File: src/rtl/accum_pkg.sv
// Shared FSM state type and default widths for the accumulator frame controller.
package accum_pkg;

    localparam int DEF_DIN_WIDTH  = 32;
    localparam int DEF_DOUT_WIDTH = 32;
    localparam int DEF_LEN_WIDTH  = 16;

    typedef enum logic [2:0] {
        ST_IDLE,
        ST_CLEAR,
        ST_ACCUM,
        ST_DRAIN,
        ST_OUT
    } state_t;

endpackage

File: src/rtl/accum_frame_ctrl_if.sv
// Bus bundle between the frame controller (slave side) and its environment (master side):
// frame start, upstream sample stream, external accumulator and downstream result.
interface accum_frame_ctrl_if
    import accum_pkg::*;
#(
    parameter int DIN_WIDTH  = DEF_DIN_WIDTH,
    parameter int DOUT_WIDTH = DEF_DOUT_WIDTH,
    parameter int LEN_WIDTH  = DEF_LEN_WIDTH
);

    logic                  start_i;
    logic [LEN_WIDTH-1:0]  frame_len_i;
    logic                  s_valid_i;
    logic                  s_ready_o;
    logic [DIN_WIDTH-1:0]  s_data_i;
    logic                  acc_clear_o;
    logic                  acc_enable_o;
    logic [DIN_WIDTH-1:0]  acc_data_o;
    logic [DOUT_WIDTH-1:0] acc_sum_i;
    logic                  m_valid_o;
    logic                  m_ready_i;
    logic [DOUT_WIDTH-1:0] m_sum_o;
    logic                  m_ovf_o;
    logic                  busy_o;

    modport slave (
        input  start_i, frame_len_i, s_valid_i, s_data_i, acc_sum_i, m_ready_i,
        output s_ready_o, acc_clear_o, acc_enable_o, acc_data_o,
        output m_valid_o, m_sum_o, m_ovf_o, busy_o
    );

    modport master (
        output start_i, frame_len_i, s_valid_i, s_data_i, acc_sum_i, m_ready_i,
        input  s_ready_o, acc_clear_o, acc_enable_o, acc_data_o,
        input  m_valid_o, m_sum_o, m_ovf_o, busy_o
    );

endinterface

File: src/rtl/accum_ovf_chk.sv
// Sticky signed-overflow detector for one frame; only present when ACCUM_FRAME_CTRL_OVF_EN is defined.
`ifdef ACCUM_FRAME_CTRL_OVF_EN
module accum_ovf_chk (
    input  logic clk,
    input  logic rst_n,
    input  logic clear,
    input  logic handshake,
    input  logic data_sign,
    input  logic sum_sign,
    output logic ovf
);

    logic pend_reg;
    logic sign_reg;
    logic ovf_reg;

    // A same-sign addition is remembered for one cycle, then judged on the registered sum.
    always_ff @(posedge clk) begin
        if (!rst_n || clear) begin
            pend_reg <= 1'b0;
            sign_reg <= 1'b0;
            ovf_reg  <= 1'b0;
        end else begin
            pend_reg <= handshake && (data_sign == sum_sign);
            sign_reg <= sum_sign;
            if (pend_reg && (sum_sign != sign_reg)) begin
                ovf_reg <= 1'b1;
            end
        end
    end

    assign ovf = ovf_reg;

endmodule
`endif

File: src/rtl/accum_frame_ctrl.sv
// Frame controller steering an external accumulator: clear, accumulate N samples, capture, present.
// Define ACCUM_FRAME_CTRL_OVF_EN to build the sticky signed-overflow flag; otherwise m_ovf_o is 0.
module accum_frame_ctrl
    import accum_pkg::*;
#(
    parameter int DIN_WIDTH  = DEF_DIN_WIDTH,
    parameter int DOUT_WIDTH = DEF_DOUT_WIDTH,
    parameter int LEN_WIDTH  = DEF_LEN_WIDTH
) (
    input  logic              clk,
    input  logic              rst_n,
    accum_frame_ctrl_if.slave bus
);

    localparam logic [LEN_WIDTH-1:0] LEN_ONE = LEN_WIDTH'(1);

    state_t                state_reg;
    state_t                state_next;
    logic [LEN_WIDTH-1:0]  len_reg;
    logic [LEN_WIDTH-1:0]  cnt_reg;
    logic [DOUT_WIDTH-1:0] sum_reg;

    logic start_ok;
    logic in_accum;
    logic handshake;
    logic last_sample;
    logic acc_clear;
    logic m_valid;
    logic busy;
    logic ovf;

    assign start_ok    = bus.start_i && (bus.frame_len_i != '0);
    assign in_accum    = rst_n && (state_reg == ST_ACCUM);
    assign handshake   = in_accum && bus.s_valid_i;
    assign last_sample = handshake && ((cnt_reg + LEN_ONE) == len_reg);

    always_comb begin
        state_next = state_reg;
        acc_clear  = !rst_n;
        m_valid    = 1'b0;
        busy       = 1'b0;
        if (rst_n) begin
            case (state_reg)
                ST_IDLE: begin
                    if (start_ok) begin
                        state_next = ST_CLEAR;
                    end
                end
                ST_CLEAR: begin
                    acc_clear  = 1'b1;
                    busy       = 1'b1;
                    state_next = ST_ACCUM;
                end
                ST_ACCUM: begin
                    busy = 1'b1;
                    if (last_sample) begin
                        state_next = ST_DRAIN;
                    end
                end
                ST_DRAIN: begin
                    busy       = 1'b1;
                    state_next = ST_OUT;
                end
                ST_OUT: begin
                    busy    = 1'b1;
                    m_valid = 1'b1;
                    if (bus.m_ready_i) begin
                        state_next = ST_IDLE;
                    end
                end
                default: state_next = ST_IDLE;
            endcase
        end
    end

    always_ff @(posedge clk) begin
        if (!rst_n) begin
            state_reg <= ST_IDLE;
            len_reg   <= '0;
            cnt_reg   <= '0;
            sum_reg   <= '0;
        end else begin
            state_reg <= state_next;
            if ((state_reg == ST_IDLE) && start_ok) begin
                len_reg <= bus.frame_len_i;
            end
            if (state_reg == ST_CLEAR) begin
                cnt_reg <= '0;
            end else if (handshake) begin
                cnt_reg <= cnt_reg + LEN_ONE;
            end
            // The accumulator is registered, so in DRAIN it already holds the last sample.
            if (state_reg == ST_DRAIN) begin
                sum_reg <= bus.acc_sum_i;
            end
        end
    end

`ifdef ACCUM_FRAME_CTRL_OVF_EN
    accum_ovf_chk u_ovf_chk (
        .clk       (clk),
        .rst_n     (rst_n),
        .clear     (rst_n && (state_reg == ST_CLEAR)),
        .handshake (handshake),
        .data_sign (bus.s_data_i[DIN_WIDTH-1]),
        .sum_sign  (bus.acc_sum_i[DOUT_WIDTH-1]),
        .ovf       (ovf)
    );
`else
    assign ovf = 1'b0;
`endif

    assign bus.s_ready_o    = in_accum;
    assign bus.acc_clear_o  = acc_clear;
    assign bus.acc_enable_o = handshake;
    assign bus.acc_data_o   = handshake ? bus.s_data_i : '0;
    assign bus.m_valid_o    = m_valid;
    assign bus.m_sum_o      = sum_reg;
    assign bus.m_ovf_o      = ovf;
    assign bus.busy_o       = busy;

endmodule

File: src/flat_wrapper.sv
// flat-port wrapper written by rule: the top's interface ports become plain ports
module accum_frame_ctrl_flat import accum_pkg::*;
#(
    parameter int DIN_WIDTH  = DEF_DIN_WIDTH,
    parameter int DOUT_WIDTH = DEF_DOUT_WIDTH,
    parameter int LEN_WIDTH  = DEF_LEN_WIDTH
)
  (clk, rst_n, bus_start_i, bus_frame_len_i, bus_s_valid_i, bus_s_data_i, bus_acc_sum_i, bus_m_ready_i, bus_s_ready_o, bus_acc_clear_o, bus_acc_enable_o, bus_acc_data_o, bus_m_valid_o, bus_m_sum_o, bus_m_ovf_o, bus_busy_o);
  accum_frame_ctrl_if #(.DIN_WIDTH(DIN_WIDTH), .DOUT_WIDTH(DOUT_WIDTH), .LEN_WIDTH(LEN_WIDTH)) bus_i ();
  input  logic clk;
  input  logic rst_n;
  input wire logic [$bits(bus_i.start_i)-1:0] bus_start_i;
  input wire logic [$bits(bus_i.frame_len_i)-1:0] bus_frame_len_i;
  input wire logic [$bits(bus_i.s_valid_i)-1:0] bus_s_valid_i;
  input wire logic [$bits(bus_i.s_data_i)-1:0] bus_s_data_i;
  input wire logic [$bits(bus_i.acc_sum_i)-1:0] bus_acc_sum_i;
  input wire logic [$bits(bus_i.m_ready_i)-1:0] bus_m_ready_i;
  output wire logic [$bits(bus_i.s_ready_o)-1:0] bus_s_ready_o;
  output wire logic [$bits(bus_i.acc_clear_o)-1:0] bus_acc_clear_o;
  output wire logic [$bits(bus_i.acc_enable_o)-1:0] bus_acc_enable_o;
  output wire logic [$bits(bus_i.acc_data_o)-1:0] bus_acc_data_o;
  output wire logic [$bits(bus_i.m_valid_o)-1:0] bus_m_valid_o;
  output wire logic [$bits(bus_i.m_sum_o)-1:0] bus_m_sum_o;
  output wire logic [$bits(bus_i.m_ovf_o)-1:0] bus_m_ovf_o;
  output wire logic [$bits(bus_i.busy_o)-1:0] bus_busy_o;
  assign bus_i.start_i = bus_start_i;
  assign bus_i.frame_len_i = bus_frame_len_i;
  assign bus_i.s_valid_i = bus_s_valid_i;
  assign bus_i.s_data_i = bus_s_data_i;
  assign bus_i.acc_sum_i = bus_acc_sum_i;
  assign bus_i.m_ready_i = bus_m_ready_i;
  assign bus_s_ready_o = bus_i.s_ready_o;
  assign bus_acc_clear_o = bus_i.acc_clear_o;
  assign bus_acc_enable_o = bus_i.acc_enable_o;
  assign bus_acc_data_o = bus_i.acc_data_o;
  assign bus_m_valid_o = bus_i.m_valid_o;
  assign bus_m_sum_o = bus_i.m_sum_o;
  assign bus_m_ovf_o = bus_i.m_ovf_o;
  assign bus_busy_o = bus_i.busy_o;
  accum_frame_ctrl #(.DIN_WIDTH(DIN_WIDTH), .DOUT_WIDTH(DOUT_WIDTH), .LEN_WIDTH(LEN_WIDTH)) u_core (.clk(clk), .rst_n(rst_n), .bus(bus_i));
endmodule
File: config.mk
export PLATFORM = sky130hd
export DESIGN_NAME = accum_frame_ctrl_flat
export DESIGN_NICKNAME = d
export VERILOG_FILES = /design/src/rtl/accum_pkg.sv /design/src/rtl/accum_frame_ctrl_if.sv /design/src/rtl/accum_ovf_chk.sv /design/src/rtl/accum_frame_ctrl.sv /design/src/flat_wrapper.sv
export SDC_FILE = /design/constraint.sdc
export NUM_CORES = 1
export LEC_CHECK = 0
export ABC_AREA = 0
export BUFFER_PORTS_ARGS = -buffer_cell sky130_fd_sc_hd__buf_4
export CAP_MARGIN = 15
export CORE_MARGIN = 2
export CORE_UTILIZATION = 40
export DETAILED_ROUTE_END_ITERATION = 10
export HOLD_SLACK_MARGIN = 0.12
export PLACE_DENSITY = 0.7
export SYNTH_ARGS = -nofsm -noshare
export SYNTH_HDL_FRONTEND = slang
export SYNTH_HIERARCHICAL = 1
export SYNTH_SLANG_ARGS = --single-unit
File: constraint.sdc
create_clock -name clk -period 3.1 [get_ports clk]
set_input_delay 0.155 -clock clk [delete_from_list [all_inputs] [get_ports clk]]
set_output_delay 0.155 -clock clk [all_outputs]
set_load 0.05 [all_outputs]
# Word-level counts from Yosys, hierarchy flattened
# Cells that the tools add are included.
[totals] ff_bits=67 word_cells=36 out_inout_bits=70
[op_classes] mux=11 eq_ne=8 bitwise=1 n_reduce_logical=11 n_addsub=1
[ops] cell="32-bit two-way mux" count=1
[ops] cell="16-bit by 1-bit adder with 16-bit output (second input constant)" count=1
[ops] cell="16-bit equality test" count=1
[ops] cell="16-bit nonzero test" count=1
[ops] cell="3-bit case mux with 5 select lines" count=1
[ops] cell="3-bit two-way mux" count=3
[ops] cell="3-bit by 2-bit equality test with 1-bit output (second input constant)" count=2
[ops] cell="1-bit two-way mux" count=6
[ops] cell="1-bit logical AND" count=5
[ops] cell="2-bit by 1-bit inequality test with 1-bit output (second input constant)" count=2
[ops] cell="4-bit OR reduction" count=1
[ops] cell="3-bit by 1-bit equality test with 1-bit output (second input constant)" count=1
[ops] cell="3-bit equality test (second input constant)" count=1
[ops] cell="3-bit zero test" count=1
[ops] cell="3-bit AND reduction" count=1
[ops] cell="2-bit inequality test (second input constant)" count=1
[ops] cell="2-bit OR reduction" count=1
[ops] cell="1-bit zero test" count=1
[ops] cell="1-bit inverter" count=1

# Depth between registers and ports, before layout
# Gate-level depths: netlist of the first run.
[depth] depth_word=6 depth_mapped=8

# Worst setup path before layout of the first run
# No wires, ideal clock.
[synth_timing] path_kind="register -> register" from="register u_core.state_reg[0]" to="register u_core.cnt_reg[10]" stages_incl_launch_ff=6 path_slack_ns=1.197 arrival_time_ns=1.752 setup_time_ns=0.152 synth_period_minus_slack_ns=1.903 required_time_ns=2.948 path_cell_list="dfxtp_1 buf_6 or2b_1 o21ai_1 clkbuf_1 nor2_1"
[synth_via] elab_chain_len=3 elab_cells_between_ends=5 cone_classes="eq/ne: 2; reduce/logical: 3"
[synth_lines] item="start, declared" line="accum_frame_ctrl.sv:17" rtl="state_t state_reg;"
[synth_lines] item="start signal, assigned" line="accum_frame_ctrl.sv:83" rtl="state_reg <= state_next;"
[synth_lines] item="3-bit by 2-bit equality test with 1-bit output" line="accum_frame_ctrl.sv:33" rtl="assign in_accum = rst_n && (state_reg == ST_ACCUM);"
[synth_lines] item="1-bit logical AND" line="accum_frame_ctrl.sv:33"
[synth_lines] item="1-bit logical AND" line="accum_frame_ctrl.sv:34" rtl="assign handshake = in_accum && bus.s_valid_i;"
[synth_lines] item="end signal, assigned" line="accum_frame_ctrl.sv:90" rtl="cnt_reg <= cnt_reg + LEN_ONE;"
[synth_lines] item="end, declared" line="accum_frame_ctrl.sv:20" rtl="logic [LEN_WIDTH-1:0] cnt_reg;"
# Parallel ways exist; a longest one is shown, timed or not.
# A chain may end at the register's enable or synchronous reset.

# Worst setup path after layout of the first run
[layout_timing] from="input bus_frame_len_i[10]" to="register u_core.len_reg[10]"
[layout_via] elab_chain_len=3
[layout_lines] item="start, declared" line="flat_wrapper.sv:13" rtl="input wire logic [$bits(bus_i.frame_len_i)-1:0] bus_frame_len_i;"
[layout_lines] item="16-bit nonzero test" line="accum_frame_ctrl.sv:32" rtl="assign start_ok = bus.start_i && (bus.frame_len_i != '0);"
[layout_lines] item="1-bit logical AND" line="accum_frame_ctrl.sv:32"
[layout_lines] item="1-bit logical AND" line="accum_frame_ctrl.sv:84" rtl="if ((state_reg == ST_IDLE) && start_ok) begin"
[layout_lines] item="end signal, assigned" line="accum_frame_ctrl.sv:85" rtl="len_reg <= bus.frame_len_i;"
[layout_lines] item="end, declared" line="accum_frame_ctrl.sv:19" rtl="logic [LEN_WIDTH-1:0] len_reg;"
# Parallel ways exist; a longest one is shown, timed or not.

==> flow_metrics.env, run 1 <==
export IMPL_cap_violations=0
export IMPL_ctsResizeCount=0
export IMPL_finalCriticalPeriod_ns=2.202
export IMPL_antenna_found_initial=0
export IMPL_gp_congestion=0.9767
export IMPL_fin_area_um2=5255
export IMPL_io_buffer_count=153
export IMPL_ys_seq_area_frac=0.3966
export IMPL_worst_pin_slew_ns=0.6202
export IMPL_die_w_um=95.95
export IMPL_vias=3466
export IMPL_numCtsBuffers=9
export IMPL_n_antenna_cell=0
export IMPL_crit_chain="dlygate4sd3_1 > buf_4 > nor4_1 > nand4_1 > nand3_1 > or2_2 > mux2i_1 > nor2b_1"
export IMPL_netlist_area_um2=3382
export IMPL_path_buf_inv=2
export IMPL_ys_seq_elements=67
export IMPL_synth_top_cells_by_area="dfxtp_1 40%, nand2_1 8.1%, a21boi_0 7.1%"
export IMPL_setup_tns_ns=0
export IMPL_power_density_nw_per_um2=392.8
export IMPL_p_leak_uw=0.002385
export IMPL_synth_flop_cell="dfxtp_1"
export IMPL_routed_wl_um=10310
export IMPL_root_buffer="clkbuf_8"
export IMPL_cts_buffer_depth=2
export IMPL_slowest_stage="dlygate4sd3_1"
export IMPL_postLayoutCoreUtil=0.6396
export IMPL_grt_pass1_vias=3391
export IMPL_crit_cells=8
export IMPL_finClkSkew_ns=0.009405
export IMPL_fin_crit_sh=0.7102
export IMPL_yosysMostFrequentCell="nand2_1"
export IMPL_netSwitchingFraction=0.2881
export IMPL_synth_nets=490
export IMPL_synth_edf_count=0
export IMPL_cts_sinks=67
export IMPL_post_dp_cell_area_um2=4559
export IMPL_core_area_um2=8217
export IMPL_initial_core_util=0.4116
export IMPL_rows=33
export IMPL_cts_tree="yes"
export IMPL_synth_top_area_share=0.3966
export IMPL_ys_types=45
export IMPL_max_stage_delay_ns=0.55
export IMPL_critPathCaptureType="flip-flop"
export IMPL_grt_overflow_total=0
export IMPL_cp_arrival_ns=2.44
export IMPL_vdd_drop_max_v=0.0003091
export IMPL_die_area_um2=9206
export IMPL_largest_reg_flops=32
export IMPL_yosysWarnings=6
export IMPL_grt_max_degree=55
export IMPL_status="finished clean"
export IMPL_drive_gt1_frac=0.3082
export IMPL_yosys_area_top_type="dfxtp_1"
export IMPL_synth_cells=404
export IMPL_grt_pass1_wl_um=15900
export IMPL_cts_setup_buffers=0
export IMPL_min_path_type="primary input to flip-flop"
export IMPL_reg2regPathDepth=6
export IMPL_ctsHoldBuffers=49
export IMPL_combPwrFrac=0.191
export IMPL_boundaryPins=155
export IMPL_critPathLaunchType="primary input"
export IMPL_critPathTopFamily="simple AND/OR/NAND/NOR gates"
export IMPL_synth_area_per_cell_um2=8.371
export IMPL_htree_levels=3
export IMPL_rsz0062_at_grt="no"
export IMPL_slew_headroom=0.5866
export IMPL_first_pass_iters=4
export IMPL_finalHoldViolCount=0
export IMPL_vias_per_cell=4.937
export IMPL_finalSetupViolations=0
export IMPL_ys_async_sr_fraction=0
export IMPL_p_int_uw=1469
export IMPL_cp_required_ns=3.34
export IMPL_clk_pin_slew_worst_paths_ns=0.08
export IMPL_p_switching_uw=594.8
export IMPL_worstSetupPathType="primary input to flip-flop"
export IMPL_power_frac_clock=0.367
export IMPL_yosys_top_cells_count="73 x nand2_1, 67 x dfxtp_1, 34 x and3_1, 32 x a21boi_0, 27 x nor2_1"
export IMPL_antenna_left=0
export IMPL_slew_viol_final=0
export IMPL_wl_per_cell_um=14.69
export IMPL_num_nets_final=678
export IMPL_hpwlAfterDp_um=7038
export IMPL_grt_total_usage=0.2216
export IMPL_worstPathMaxFanout=16
export IMPL_drc_errors=0
export IMPL_power_frac_seq=0.442
export IMPL_drt_iter0_markers=126
export IMPL_area_growth_pct=55.38
export IMPL_clk_latency_ns=0.36
export IMPL_max_freq_ghz=0.4542
export IMPL_whs_path_depth=4
export IMPL_die_h_um=95.95
-- path summary, 6_finish.rpt --
kind / end / slack (ns) / start
setup / recovery: u_core/len_reg[10] / 0.90 / bus_frame_len_i[10]
hold / removal: u_core/state_reg[0] / 0.20 / bus_start_i
setup reg to reg: u_core/state_reg[0] / 0.97 / u_core/state_reg[0]
hold reg to reg: u_core/bus.m_sum_o[5] / 0.46 / u_core/bus.m_sum_o[5]
-- kinds of logic (layout without fill, tap and decap cells) --
| logic type | count (synthesis) | in the layout | share of synthesized area |
|---|---|---|---|
| AND/OR/NAND/NOR | 195 | 195 | 0.3000 |
| flip-flops | 67 | 67 | 0.3966 |
| AO/OA/AOI/OAI | 52 | 52 | 0.1084 |
| XOR/XNOR | 38 | 38 | 0.09841 |
| buffers and inverters | 34 | 227 | 0.04439 |
| multiplexers | 16 | 16 | 0.04735 |
| adder cells (fa/ha/maj) | 1 | 1 | 0.003699 |
| other | 1 | 1 | 0.001109 |
-- metrics by stage --
step	instances	hold slack, ns	setup WS, ns	power [µW]
after floorplan	404	0.2999	1.197	1133
after global placement	637	0.4167	1.116	1266
after detailed placement	637	0.4246	1.061	1272
after CTS	702	0.1765	1.023	2081
after global routing	702	0.2121	0.7863	2145
final	702	0.2009	0.8983	2064
-- power by group through the flow --
stage / registers (µW) / logic [µW] / clock network, µW
final: 912 / 395 / 758
after detailed placement: 932 / 340 / 0
after CTS: 912 / 390 / 779
after global placement: 930 / 336 / 0
after global routing: 916 / 423 / 806
after floorplan: 948 / 185 / 0
-- layout make-up --
cell class                 count  area (µm²)
tap                          105       131.4
multi-input combinational    303        1893
inverter                       6       22.52
clock inverter                 7       81.33
fill                         692        2962
timing repair buffer         205        1662
sequential                    67        1341
clock buffer                   9       123.9
-- cell usage in the layout (no fill, tap or decap), types with 2 or more instances in the layout --
master	instances
nor3b_1	2
or3b_2	2
or2_2	3
inv_6	3
xnor2_1	19
a21oi_1	2
mux2i_1	16
nand3_1	8
inv_1	5
nand4_1	6
o21ai_0	10
clkinv_4	2
nor3_1	4
clkbuf_8	9
dfxtp_1	67
dlygate4sd3_1	49
nor2_1	26
and3_1	34
a21boi_0	32
or3_1	2
nor2b_1	18
buf_4	156
nand2_1	73
a31oi_1	2
xor2_1	19
nor4_1	5
-- metal layers --
layer  GRT usage  up-vias  share of wire
met5           0        -              0
met4     0.08571        0          0.018
met3     0.06813       21          0.071
met2      0.3619      125           0.49
met1      0.2733     1587           0.42
li1            -     1733              -
-- tightest hold or removal path: stages --
cell and delay, ns:
buf_4 0.11, nand3_1 0.07, or3b_2 0.12, o31ai_2 0.05
Note: power is estimated with default switching activity, not from simulation.
==> run 2, diff against run 1 <==
Settings changed: PLACE_DENSITY 0.7 to 0.73.
Clock period 3.1 ns to 1.9 ns, I/O delays scaled along.
==> flow_metrics.env, run 2 (synthesis results as in run 1) <==
export IMPL_die_h_um=95.95
export IMPL_layout_cells_non_filler=720
export IMPL_postLayoutCoreUtil=0.6700
export IMPL_fin_area_um2=5505
export IMPL_clk_pin_slew_worst_paths_ns=0.07
export IMPL_max_freq_ghz=0.5403
export IMPL_status="finished clean"
export IMPL_crit_end="u_core/state_reg[0]"
export IMPL_drc_errors=0
export IMPL_power_density_nw_per_um2=620.7
export IMPL_vdd_drop_max_v=0.0004356
export IMPL_num_nets_final=696
export IMPL_r2r_slack_ns=0.05
export IMPL_post_dp_cell_area_um2=4710
export IMPL_worstSetupPathType="flip-flop to flip-flop"
export IMPL_rows=33
export IMPL_layout_commonest_cell="buf_4"
export IMPL_n_antenna_cell=0
export IMPL_reg2reg_from="u_core/cnt_reg[6]"
export IMPL_htree_levels=3
export IMPL_finalCriticalPeriod_ns=1.851
export IMPL_numCtsBuffers=9
export IMPL_cts_sinks=67
export IMPL_boundaryPins=155
export IMPL_reg2regPathDepth=6
export IMPL_initial_core_util=0.4116
export IMPL_wl_per_cell_um=14.59
export IMPL_cp_arrival_ns=2.11
export IMPL_drt_iter0_markers=121
export IMPL_area_growth_pct=62.78
export IMPL_worstPathMaxFanout=5
export IMPL_hpwlAfterDp_um=7037
export IMPL_antenna_left=0
export IMPL_pre_cts_ws_ns=0.008442
export IMPL_cts_tree="yes"
export IMPL_layout_common_cells="169 x buf_4, 73 x nand2_1, 62 x dfxtp_1"
export IMPL_slew_headroom=0.5856
export IMPL_io_buffer_count=153
export IMPL_multi_input_area_um2=1949
export IMPL_worst_pin_slew_ns=0.6216
export IMPL_cap_violations=0
export IMPL_grt_overflow_total=0
export IMPL_finalHoldViolCount=0
export IMPL_slowest_stage="dfxtp_1"
export IMPL_drive_gt1_frac=0.3545
export IMPL_setup_slack_ns=0.04901
export IMPL_path_buf_inv=0
export IMPL_fin_crit_sh=0.9742
export IMPL_busiest_layer="met2"
export IMPL_r2r_end="u_core/state_reg[0]"
export IMPL_gp_congestion=0.8772
export IMPL_grt_total_usage=0.2197
export IMPL_largest_reg_flops=32
export IMPL_critPathLaunchType="flip-flop"
export IMPL_clk_latency_ns=0.35
export IMPL_first_pass_iters=4
export IMPL_crit_cells=6
export IMPL_antenna_found_initial=0
export IMPL_finalSetupViolations=0
export IMPL_finClkSkew_ns=0.01442
export IMPL_die_area_um2=9206
export IMPL_crit_chain="nand3_2 > nor4_2 > xnor2_1 > o21ai_0 > a221o_1 > o31ai_2"
export IMPL_critPathCaptureType="flip-flop"
export IMPL_met3_usage=0.07753
export IMPL_p_leak_uw=0.002498
export IMPL_core_area_um2=8217
export IMPL_met2_usage=0.3537
export IMPL_dp_cells=652
export IMPL_routed_wl_um=10510
export IMPL_vias=3529
export IMPL_root_buffer="clkbuf_8"
export IMPL_setup_tns_ns=0
export IMPL_slew_viol_final=0
export IMPL_critPathTopFamily="compound AO/OA/AOI/OAI gates"
export IMPL_min_path_type="primary input to flip-flop"
export IMPL_vias_per_cell=4.901
export IMPL_die_w_um=95.95
export IMPL_grt_max_degree=55
export IMPL_timing_critical_path_from="u_core/cnt_reg[6]"
export IMPL_met1_usage=0.2796
export IMPL_cp_required_ns=2.16
export IMPL_grt_pass1_vias=3365
export IMPL_cts_buffer_depth=2
export IMPL_grt_pass1_wl_um=15920
export IMPL_regArea_um2=1350
export IMPL_fillers=614
export IMPL_max_stage_delay_ns=0.41
==> run 2: changes by cell type in the layout (fill, tap and decap cells not counted), sizes merged <==
cell | previous run | this run
buf | 156 | 174
clkbuf | 9 | 10
inv | 8 | 7
==> run 2: worst min-delay path by stage <==
stage | from | endpoint | slack (ns) | cells past startpoint
after global routing | bus_start_i | u_core/state_reg[0] | 0.20 | 4
after floorplan | bus_acc_sum_i[28] | u_core/bus.m_sum_o[28] | 0.24 | 2
final | bus_start_i | u_core/state_reg[0] | 0.18 | 4
after global placement | bus_acc_sum_i[12] | u_core/bus.m_sum_o[12] | 0.36 | 3
after CTS | bus_start_i | u_core/state_reg[0] | 0.17 | 4
after detailed placement | bus_frame_len_i[0] | u_core/len_reg[0] | 0.37 | 3
==> run 2: area by class of cell <==
type                    count  share of cell area
well taps                 105             0.02386
inverters                   6            0.004091
clock buffers              10             0.02500
clock inverters             6             0.01318
flip-flops and latches     67              0.2452
multi-input cells         303              0.3541
repair buffers            223              0.3345
==> run 2: repair_timing <==
item                                    in CTS  in global routing
buffers inserted                             0                  3
endpoints found under the setup margin       1                 11
pin swaps                                    0                  7
hold buffers                                49                  0
gates resized for setup                      3                 18
endpoints found under the hold margin       49                  0
==> run 2: worst register-to-register path: stages (launching register included) <==
cell and delay (ns):
dfxtp_1 0.41, nand3_2 0.17, nor4_2 0.35, xnor2_1 0.17, o21ai_0 0.10, a221o_1 0.35, o31ai_2 0.22
==> run 2: per-layer routing <==
metal	up-vias	wire length, µm	share of wire
li1	1770	-	-
met5	-	0	0
met2	101	5217	0.50
met3	12	598	0.057
met4	0	129	0.012
met1	1646	4560	0.43
==> run 2: per-stage QoR <==
| stage | hold slack (ns) | total power [µW] |
|---|---|---|
| 3_3_place_gp | 0.3560 | 2093 |
| 2_1_floorplan | 0.2399 | 1849 |
| 4_1_cts | 0.1683 | 3429 |
| 6_report | 0.1819 | 3417 |
| 3_5_place_dp | 0.3657 | 2106 |
| 5_1_grt | 0.1963 | 3561 |
==> run 2: power breakdown <==
group	leakage, µW	switching (µW)	internal, µW
Sequential	0.000546	33.1	1450
Clock	0.000103	594	655
Combinational	0.00185	333	355
==> run 3, diff against run 2 <==
Settings changed: ABC_AREA 0 to 1, BUFFER_PORTS_ARGS -buffer_cell sky130_fd_sc_hd__buf_4 to default, DONT_BUFFER_PORTS from default to 1, PLACE_DENSITY 0.73 to default.
==> flow_metrics.env, run 3 <==
export IMPL_status="finished clean"
export IMPL_synth_top_cells_by_area="dfxtp_1 39%, nor2_1 13%, nand2_1 9.1%"
export IMPL_boundaryPins=155
export IMPL_critPathCaptureType="flip-flop"
export IMPL_layout_commonest_cell="nor2_1"
export IMPL_cap_violations=0
export IMPL_clk_latency_ns=0.35
export IMPL_antenna_found_initial=0
export IMPL_core_area_um2=8258
export IMPL_p_leak_uw=0.002243
export IMPL_largest_reg_flops=32
export IMPL_area_growth_pct=46.15
export IMPL_min_path_type="primary input to flip-flop"
export IMPL_timing_critical_path_from="u_core/state_reg[1]"
export IMPL_vias_per_cell=5.034
export IMPL_grt_max_degree=52
export IMPL_finClkSkew_ns=0.006159
export IMPL_antenna_left=0
export IMPL_grt_pass1_vias=3866
export IMPL_htree_levels=3
export IMPL_finalHoldWorstSlack_ns=0.1619
export IMPL_slew_viol_final=0
export IMPL_drive_gt1_frac=0.1407
export IMPL_die_h_um=96.41
export IMPL_postLayoutCoreUtil=0.6045
export IMPL_yosys_area_top_type="dfxtp_1"
export IMPL_vias=3856
export IMPL_routed_wl_um=11090
export IMPL_hp_start="bus_start_i"
export IMPL_numCtsBuffers=9
export IMPL_ys_seq_area_frac=0.3927
export IMPL_worstPathMaxFanout=32
export IMPL_whs_path_depth=3
export IMPL_layout_common_cells="114 x nor2_1, 84 x dlygate4sd3_1, 81 x inv_1"
export IMPL_synth_top_area_share=0.3927
export IMPL_layout_cells_non_filler=766
export IMPL_die_w_um=96.41
export IMPL_rsz0062_at_grt="yes"
export IMPL_grt_total_usage=0.2456
export IMPL_ys_async_sr_fraction=0
export IMPL_num_nets_final=742
export IMPL_yosysWarnings=6
export IMPL_first_pass_iters=4
export IMPL_yosys_top_cells_count="120 x nor2_1, 83 x nand2_1, 81 x inv_1, 67 x dfxtp_1, 60 x o21ai_0"
export IMPL_fin_crit_sh=0.9601
export IMPL_grt_overflow_total=0
export IMPL_power_total_uw=3828
export IMPL_initial_core_util=0.4136
export IMPL_fillers=702
export IMPL_die_area_um2=9295
export IMPL_synth_flop_cell="dfxtp_1"
export IMPL_synth_cells=538
export IMPL_netlist_area_um2=3416
export IMPL_ys_seq_elements=67
export IMPL_ys_types=28
export IMPL_power_density_nw_per_um2=766.8
export IMPL_root_buffer="clkbuf_8"
export IMPL_synth_edf_count=0
export IMPL_worst_pin_slew_ns=0.5512
export IMPL_cp_arrival_ns=2.07
export IMPL_rows=33
export IMPL_synth_area_per_cell_um2=6.349
export IMPL_yosysMostFrequentCell="nor2_1"
export IMPL_synth_nets=624
export IMPL_critPathLaunchType="flip-flop"
export IMPL_cts_tree="yes"
export IMPL_setup_tns_ns=0
export IMPL_slew_headroom=0.6320
export IMPL_hpwlAfterDp_um=6728
export IMPL_drc_errors=0
export IMPL_finalSetupViolations=0
export IMPL_n_antenna_cell=0
export IMPL_wl_per_cell_um=14.48
export IMPL_drt_iter0_markers=208
export IMPL_r2r_slack_ns=0.08
export IMPL_max_freq_ghz=0.5482
export IMPL_worstSetupPathType="flip-flop to flip-flop"
export IMPL_cp_required_ns=2.15
export IMPL_cts_sinks=67
export IMPL_hold_end="u_core/len_reg[8]"
export IMPL_clk_pin_slew_worst_paths_ns=0.08
export IMPL_grt_pass1_wl_um=17640
export IMPL_reg2reg_from="u_core/state_reg[1]"
export IMPL_io_buffer_count=0
export IMPL_finalHoldViolCount=0
export IMPL_r2r_end="u_core/bus.m_sum_o[5]"
export IMPL_gp_congestion=0.8691
export IMPL_dp_cells=663
export IMPL_cts_buffer_depth=2
export IMPL_vdd_drop_max_v=0.0005618
export IMPL_reg2regPathDepth=5
export IMPL_finalCriticalPeriod_ns=1.824
-- run 3: cell types whose count changed in the layout (fill, tap and decap cells not counted), sizes merged, moves of 34 or more --
| cell | before | now |
|---|---|---|
| and3 | 34 | 0 |
| inv | 7 | 85 |
| o21ai | 11 | 61 |
| dlygate4sd3 | 49 | 84 |
| buf | 174 | 45 |
| nor2 | 27 | 126 |
-- run 3: metal layers --
layer	track usage	share of wire	vias to the layer above
li1	-	-	1929
met1	0.2791	0.40	1747
met2	0.4213	0.50	150
met3	0.07370	0.080	30
met4	0.1162	0.029	0
met5	0	0	-
-- run 3: logic make-up after synthesis --
kind of cell / after synthesis / synth area share
AOI/OAI and AO/OA: 97 / 0.1473
DFF: 67 / 0.3927
other: 1 / 0.001098
xor gates and xnor gates: 3 / 0.01209
adders and majority gates: 1 / 0.003662
buffers and inverters: 104 / 0.1154
and+or+nand+nor: 265 / 0.3278
-- run 3: through the flow --
| step | setup WS, ns | cell area (µm²) |
|---|---|---|
| finish | 0.07590 | 4992 |
| detailed placement | 0.02474 | 3801 |
| global route | -0.03790 | 4992 |
| global placement | 0.1244 | 3801 |
| CTS | 0.003784 | 4847 |
| floorplan | 0.09931 | 3416 |
-- run 3: power by group --
group / switching (µW) / internal [µW]
sequential: 289 / 1540
combinational: 526 / 385
clock: 608 / 482
total: 1420 / 2400
-- run 3: final cells by class --
class,count,area [µm²],share of cell area
Multi-Input combinational cell,367,1748,0.3501
Inverter,82,315.3,0.06316
Tap cell,105,131.4,0.02632
Clock buffer,9,123.9,0.02481
Timing Repair Buffer,129,1262,0.2529
Clock inverter,7,51.30,0.01028
Sequential cell,67,1360,0.2724
-- run 3: timing repair --
action,in CTS,in global routing
hold buffers,85,0
resized for setup,3,39
hold endpoints to repair,52,0
setup buffers,0,2
setup endpoints to repair,32,33
pin swaps,0,11
-- run 3: worst max path at each step --
stage | end | slack [ns]
detailed placement | u_core/state_reg[0] | 0.02
global placement | u_core/state_reg[0] | 0.12
CTS | bus_acc_data_o[10] | 0.004
global route | u_core/state_reg[0] | -0.04
finish | u_core/bus.m_sum_o[5] | 0.08
floorplan | bus_acc_data_o[10] | 0.1
-- run 3: critical path, stage by stage, from the launching register on --
cell,delay [ns]
dfxtp_1,0.43
nand3_1,0.14
buf_4,0.24
o21ai_0,0.24
dlygate4sd3_1,0.61
nor2_1,0.05
